`config.mk`:
```
export PLATFORM = sky130hd
export DESIGN_NAME = stream_in_packer
export DESIGN_NICKNAME = d
export VERILOG_FILES = /design/src/rtl/fx2_pkg.sv /design/src/rtl/sync_fifo_sa.sv /design/src/rtl/stream_in_packer.sv
export SDC_FILE = /design/constraint.sdc
export NUM_CORES = 1
export LEC_CHECK = 0
export CAP_MARGIN = 0
export CORE_MARGIN = 5
export CORE_UTILIZATION = 55
export DETAILED_ROUTE_END_ITERATION = 8
export GPL_ROUTABILITY_DRIVEN = 1
export PLACE_DENSITY_LB_ADDON = 0.25
export SLEW_MARGIN = 20
export SYNTH_ARGS = -nofsm -noshare
export SYNTH_HDL_FRONTEND = slang
export SYNTH_SLANG_ARGS = --single-unit
```
`constraint.sdc`:
```
create_clock -name clk -period 2.6 [get_ports clk]
set_clock_uncertainty 0.1 [all_clocks]
set_input_delay 0.39 -clock clk [delete_from_list [all_inputs] [get_ports clk]]
set_output_delay 0.39 -clock clk [all_outputs]
set_load 0.005 [all_outputs]
```
`src/rtl/fx2_pkg.sv`:
```
// rtl/fx2_pkg.sv - shared FX2LP slave-FIFO types and constants
//
// Purpose: packet FSM state encoding, FIFOADR endpoint selects and the
//          default EP6 packet size shared by the slave-FIFO front end.
// Ports:   none (package).

package fx2_pkg;

    typedef enum logic [1:0] {
        P_IDLE   = 2'd0,
        P_FILL   = 2'd1,
        P_COMMIT = 2'd2
    } pkt_state_t;

    // FIFOADR[1:0] endpoint selects
    localparam logic [1:0] FIFOADR_EP2 = 2'b00;
    localparam logic [1:0] FIFOADR_EP4 = 2'b01;
    localparam logic [1:0] FIFOADR_EP6 = 2'b10;
    localparam logic [1:0] FIFOADR_EP8 = 2'b11;

    localparam int EP6_PKT_BYTES = 512;

endpackage

```
`src/rtl/sync_fifo_sa.sv`:
```
// rtl/sync_fifo_sa.sv - parameterised show-ahead synchronous FIFO
//
// Purpose: single-clock FIFO whose head entry is always visible on rdata.
//          A push into a full FIFO is accepted only when a pop happens in
//          the same cycle; otherwise it is ignored (the caller flags it).
// Ports:
//   clk, rst_n   clock, synchronous active-low reset
//   push, wdata  write request and data
//   pop          read request (caller only pops when not empty)
//   rdata        head entry, zero while empty
//   full, empty  occupancy flags derived from the registered level
//   level        registered occupancy, 0..DEPTH

module sync_fifo_sa #(
    parameter int DEPTH = 16,
    parameter int WIDTH = 8
) (
    input  logic                     clk,
    input  logic                     rst_n,
    input  logic                     push,
    input  logic [WIDTH-1:0]         wdata,
    input  logic                     pop,
    output logic [WIDTH-1:0]         rdata,
    output logic                     full,
    output logic                     empty,
    output logic [$clog2(DEPTH):0]   level
);

    localparam int AW = $clog2(DEPTH);
    localparam logic [AW:0] LVL_FULL = (AW+1)'(DEPTH);

    logic [WIDTH-1:0] r_mem [DEPTH];
    logic [AW-1:0]    r_wr_ptr;
    logic [AW-1:0]    r_rd_ptr;
    logic [AW:0]      r_level;

    logic w_wr_en;
    logic w_rd_en;

    assign empty   = (r_level == '0);
    assign full    = (r_level == LVL_FULL);
    assign w_rd_en = pop && !empty;
    // A full FIFO still takes a push when the head leaves in the same cycle.
    assign w_wr_en = push && (!full || w_rd_en);

    assign level = r_level;
    assign rdata = empty ? '0 : r_mem[r_rd_ptr];

    // Storage is not reset; the level gates what is visible.
    always_ff @(posedge clk) begin
        if (w_wr_en) begin
            r_mem[r_wr_ptr] <= wdata;
        end
    end

    // Pointers are exactly AW bits wide, so increments wrap modulo DEPTH.
    always_ff @(posedge clk) begin
        if (!rst_n) begin
            r_wr_ptr <= '0;
            r_rd_ptr <= '0;
            r_level  <= '0;
        end else begin
            if (w_wr_en) begin
                r_wr_ptr <= r_wr_ptr + 1'b1;
            end
            if (w_rd_en) begin
                r_rd_ptr <= r_rd_ptr + 1'b1;
            end
            unique case ({w_wr_en, w_rd_en})
                2'b10:   r_level <= r_level + 1'b1;
                2'b01:   r_level <= r_level - 1'b1;
                default: r_level <= r_level;
            endcase
        end
    end

endmodule

```
`src/rtl/stream_in_packer.sv`:
```
// rtl/stream_in_packer.sv - 2-bit sample packer feeding the EP6 slave-FIFO writer
//
// Purpose: packs four 2-bit samples LSB-first into a byte, buffers bytes in
//          a show-ahead FIFO, and tracks the USB packet so that a partial
//          packet which has gone idle is committed with a PKTEND request.
// Ports:
//   clk, rst_n              clock (also IFCLK), synchronous active-low reset
//   sample_in, sample_valid 2-bit sample stream, no backpressure
//   byte_out, byte_valid    FIFO head byte towards the slave-FIFO writer
//   byte_ready              writer accepts byte_out this cycle
//   pkt_end_req             one-cycle request to commit a short packet
//   overflow                sticky: a packed byte was dropped
//   fifo_level              registered FIFO occupancy

module stream_in_packer
    import fx2_pkg::*;
#(
    parameter int FIFO_DEPTH   = 16,
    parameter int PKT_BYTES    = EP6_PKT_BYTES,
    parameter int IDLE_TIMEOUT = 1024
) (
    input  logic                          clk,
    input  logic                          rst_n,
    input  logic [1:0]                    sample_in,
    input  logic                          sample_valid,
    output logic [7:0]                    byte_out,
    output logic                          byte_valid,
    input  logic                          byte_ready,
    output logic                          pkt_end_req,
    output logic                          overflow,
    output logic [$clog2(FIFO_DEPTH):0]   fifo_level
);

    localparam int CW = $clog2(PKT_BYTES);
    localparam int TW = $clog2(IDLE_TIMEOUT);
    localparam logic [CW-1:0] PKT_LAST = CW'(PKT_BYTES - 1);
    localparam logic [TW-1:0] TMR_LAST = TW'(IDLE_TIMEOUT - 1);

    // Packing state
    logic [5:0]   r_shift;
    logic [1:0]   r_scnt;

    // Packet tracking state
    pkt_state_t   r_state;
    logic [CW-1:0] r_pkt_cnt;
    logic [TW-1:0] r_timer;

    logic         w_push;
    logic [7:0]   w_push_byte;
    logic         w_pop;
    logic         w_full;
    logic         w_empty;
    logic         w_drop;
    logic [7:0]   w_head;

    // ------------------------------------------------------------------
    // Packer: the 4th sample completes the byte and is pushed on the same
    // edge straight from the input, so it never lands in r_shift.
    // ------------------------------------------------------------------
    assign w_push      = sample_valid && (r_scnt == 2'd3);
    assign w_push_byte = {sample_in, r_shift};

    always_ff @(posedge clk) begin
        if (!rst_n) begin
            r_shift <= '0;
            r_scnt  <= '0;
        end else if (sample_valid) begin
            if (r_scnt != 2'd3) begin
                r_shift[{r_scnt, 1'b0} +: 2] <= sample_in;
            end
            r_scnt <= r_scnt + 1'b1;
        end
    end

    // ------------------------------------------------------------------
    // Byte buffer
    // ------------------------------------------------------------------
    sync_fifo_sa #(
        .DEPTH (FIFO_DEPTH),
        .WIDTH (8)
    ) u_fifo (
        .clk   (clk),
        .rst_n (rst_n),
        .push  (w_push),
        .wdata (w_push_byte),
        .pop   (w_pop),
        .rdata (w_head),
        .full  (w_full),
        .empty (w_empty),
        .level (fifo_level)
    );

    // byte_valid depends only on registered FIFO level and FSM state.
    // It is held low during P_COMMIT so no byte can slip in ahead of PKTEND.
    assign byte_valid = !w_empty && (r_state != P_COMMIT);
    assign byte_out   = w_head;
    assign w_pop      = byte_valid && byte_ready;
    assign w_drop     = w_push && w_full && !w_pop;

    always_ff @(posedge clk) begin
        if (!rst_n) begin
            overflow <= 1'b0;
        end else if (w_drop) begin
            overflow <= 1'b1;
        end
    end

    // ------------------------------------------------------------------
    // Packet FSM: counts popped bytes; full packets auto-commit in the
    // FX2LP, idle partial packets get a PKTEND once the FIFO has drained.
    // ------------------------------------------------------------------
    always_ff @(posedge clk) begin
        if (!rst_n) begin
            r_state     <= P_IDLE;
            r_pkt_cnt   <= '0;
            r_timer     <= '0;
            pkt_end_req <= 1'b0;
        end else begin
            pkt_end_req <= 1'b0;
            unique case (r_state)
                P_IDLE: begin
                    r_timer <= '0;
                    if (w_pop) begin
                        r_state   <= P_FILL;
                        r_pkt_cnt <= CW'(1);
                    end
                end
                P_FILL: begin
                    if (w_pop) begin
                        r_timer <= '0;
                        if (r_pkt_cnt == PKT_LAST) begin
                            r_pkt_cnt <= '0;
                            r_state   <= P_IDLE;
                        end else begin
                            r_pkt_cnt <= r_pkt_cnt + 1'b1;
                        end
                    end else if (r_timer == TMR_LAST) begin
                        // Timer saturates here while data is still queued.
                        if (w_empty) begin
                            r_state     <= P_COMMIT;
                            pkt_end_req <= 1'b1;
                        end
                    end else begin
                        r_timer <= r_timer + 1'b1;
                    end
                end
                P_COMMIT: begin
                    r_state   <= P_IDLE;
                    r_pkt_cnt <= '0;
                    r_timer   <= '0;
                end
                default: begin
                    r_state   <= P_IDLE;
                    r_pkt_cnt <= '0;
                    r_timer   <= '0;
                end
            endcase
        end
    end

endmodule

```
==> flow_summary.toml <==
[cts]
htreeDepth = 4
cts_num_sinks = 176
root_buffer = "clkbuf_16"
cts_buffer_depth = 2
cts_tree = "done"
clkLatencyLatePin_ns = 0.42
path_clk_slew_ns = 0.07
cts_made_buffers = 17

[yosys]
synthCells = 494
synth-edff-count = 128
async_flop_share_pct = 0
synthFlopType = "edfxtp_1"
yosysSeqAreaShare_pct = 64.09
avgSynthCellArea_um2 = 15.18
syn_area_um2 = 7497
ys_warn_count = 0
syn_nets = 514
ys_types = 52
ys_ff_latch = 176

[worst_setup_path]
end_kind = "output pin"
path_cells = "buf_6, buf_4, mux4_2, mux2i_2, o22ai_1, clkbuf_2"
path_max_fanout = 5
crit_required_ns = 2.11
r2r_start = "u_fifo.level[0]"
critPathMaxStageDelay_ns = 0.51
cp-start-kind = "register"
cp.arrival_ns = 2.04
r2r_cells = 8
r2r_slack_ns = 0.17
r2r_end = "u_fifo.level[4]"
cpMaxStageDelayCell = "mux4_2"
worst-setup-path-type = "reg -> out"

[detailed_routing]
highest_layer = "met4"
avgRoutedWirePerCell_um = 21.34
drc = 0
wl_met2_um = 8247
drt-initial-drc-count = 409
vias_per_cell = 6.026
first_pass_iters = 4
wl_met1_um = 6640
drt-total-wl_um = 15770
vias = 4453
wl_met3_um = 745
antenna_left = 0

[floorplan]
die-height_um = 126.8
pin_count = 22
start_util_pct = 56.39
core.rowCount = 42
die_w_um = 126.8
die_area_um2 = 16070
coreArea_um2 = 13300

[min_path]
holdPathEnd = "u_fifo.r_rd_ptr[3]"
hp-start = "u_fifo.r_rd_ptr[3]"
holdCritPathClass = "reg -> reg"
whs_path_depth = 2

[sta]
period_needed_ns = 2.533
setup_tns_ns = 0
fmax_mhz = 394.7
slew_headroom_pct = 47.34
setup_viol = 0
drv_slew = 0
grt_setup_unrepaired = "true"
min_period_over_period_pct = 97.44
hold_violations = 0
tightest_slew_ns = 0.7875

[global_routing]
grt_pass1_wl_um = 25220
grt_util_all_layers_pct = 20.79
grt_pass1_vias = 4535
antenna_found_initial = 0
overflow = 0
grt_max_degree = 33

[final_layout]
final_layout_size_suffix_gt1_share_pct = 25.22
regArea_um2 = 4808
antenna_cells = 0
fillers = 885
area_delta_synth_final_pct = 18.73
multi_input_area_um2 = 2605
design_area_um2 = 8901
nets = 571

[placed_design]
dpl_cell_area_um2 = 8095
gp_congestion = 0.8464
port_buffers = 21
dp_hpwl_um = 9594

[status]
run_status = "finished, final reports clean"

[power_and_ir_drop]
power.static_leakage_nw = 3.067
ir_drop_mv = 0.6799
p_total_mw = 7.926
p_per_area_nw_per_um2 = 890.4

[flow_run]
drv_cap = 0
[critical path, delay by kind of cell (launching register included)]
| kind | cells | cell delay [ns] |
|---|---|---|
| mux | 2 | 0.73 |
| compound gates | 1 | 0.13 |
| buf+inv | 3 | 0.35 |
| flops | 1 | 0.41 |
[area by class of cell]
class	count	share of cell area [%]
Sequential cell	176	54.02
Multi-Input combinational cell	280	29.27
Timing Repair Buffer	66	7.000
Clock buffer	17	4.779
Tap cell	176	2.474
Clock inverter	14	2.038
Inverter	10	0.4217
[flip-flops by register name, indices dropped and copies added, names as in the netlist, named ones only]
signal,count
r_scnt,2
u_fifo.r_rd_ptr,4
u_fifo.r_wr_ptr,4
pkt_end_req,1
r_timer,10
r_pkt_cnt,9
u_fifo.r_mem,128
r_shift,6
r_state,2
u_fifo.level,5
overflow,1
[synth_stat cells, types with 2 or more instances]
cell / number / area [µm²]
o22ai_1: 9 / 56.30
nand3_1: 17 / 85.08
o2111ai_1: 3 / 26.28
nor4bb_1: 4 / 40.04
o211ai_1: 2 / 15.01
nand4_1: 9 / 56.30
o21ai_0: 9 / 45.04
and3_1: 3 / 18.77
and4_1: 6 / 52.55
inv_1: 9 / 33.78
a22oi_1: 6 / 45.04
and4b_1: 8 / 80.08
a41oi_1: 3 / 26.28
nor4_1: 2 / 12.51
mux4_2: 32 / 720.7
a21bo_2: 2 / 20.02
a21oi_1: 16 / 80.08
clkbuf_1: 20 / 75.07
ha_1: 14 / 175.2
nand2b_1: 7 / 43.79
nand2_1: 18 / 67.56
xnor2_1: 7 / 61.31
nor3_1: 10 / 50.05
nor2b_1: 2 / 12.51
nor2_1: 24 / 90.09
a211oi_1: 2 / 15.01
nand3b_1: 11 / 82.58
buf_6: 4 / 45.04
xor2_1: 3 / 26.28
buf_2: 3 / 15.01
mux2i_1: 33 / 330.3
edfxtp_1: 128 / 3844
and2_1: 2 / 12.51
dfxtp_1: 48 / 960.9
[power breakdown]
group	switching, mW	internal, mW
Clock	1.08	1.53
Combinational	1.02	1.09
Sequential	0.122	3.08
[worst max path at each step]
stage / cells past startpoint / end / start / slack [ns]
finish: 6 / byte_out[0] / register / 0.07
global route: 6 / byte_out[0] / register / -0.02
CTS: 6 / byte_out[0] / register / -0.10
detailed placement: 5 / byte_out[0] / register / 0.09
global placement: 5 / byte_out[0] / register / 0.10
floorplan: 5 / u_fifo.r_mem[1][0] / r_state[0] / 0.07
[layer usage]
metal / track usage (%) / up-vias
met5: 0 / -
met4: 5.110 / 0
met3: 4.834 / 12
met2: 36.11 / 131
met1: 26.62 / 2235
li1: - / 2075
[cell usage in the layout, fill, tap and decap left out, types with 9 or more instances in the layout]
cell type	netlist	layout
nand2_1	18	16
dfxtp_1	48	47
mux4_2	32	32
nor2_1	24	24
ha_1	14	14
nand4_1	9	9
edfxtp_1	128	128
mux2i_1	33	25
buf_4	0	33
a21oi_1	16	16
nor3_1	10	10
clkdlybuf4s50_1	0	13
nand3b_1	11	11
clkbuf_16	0	18
o21ai_0	9	9
nand3_1	17	17
inv_1	9	9
[per-stage QoR]
stage,utilization [%],hold slack (ns),worst slack (ns),std cells
finish,66.95,0.3854,0.06667,739
global route,66.95,0.4156,-0.01734,739
CTS,66.66,0.3843,-0.1014,737
detailed placement,60.89,0.3729,0.08865,697
global placement,60.89,0.3464,0.1010,697
floorplan,-,0.3343,0.06869,494
[kinds of logic after synthesis]
family          count (synthesis)  share of synthesized area (%)
compound gates                 61                          5.808
xor+xnor                       10                          1.168
fa+ha+maj                      14                          2.336
buf+inv                        38                          2.353
flops                         176                          64.09
mux                            65                          14.02
simple gates                  130                          10.23
[timing repair]
action / CTS / global route
pin swaps: 7 / 3
hold buffers: 0 / 0
gates cloned: 1 / 1
resized for setup: 50 / 10
setup endpoints to repair: 8 / 8
setup buffers: 8 / 2
No activity file was read; power rests on OpenSTA's default activity.
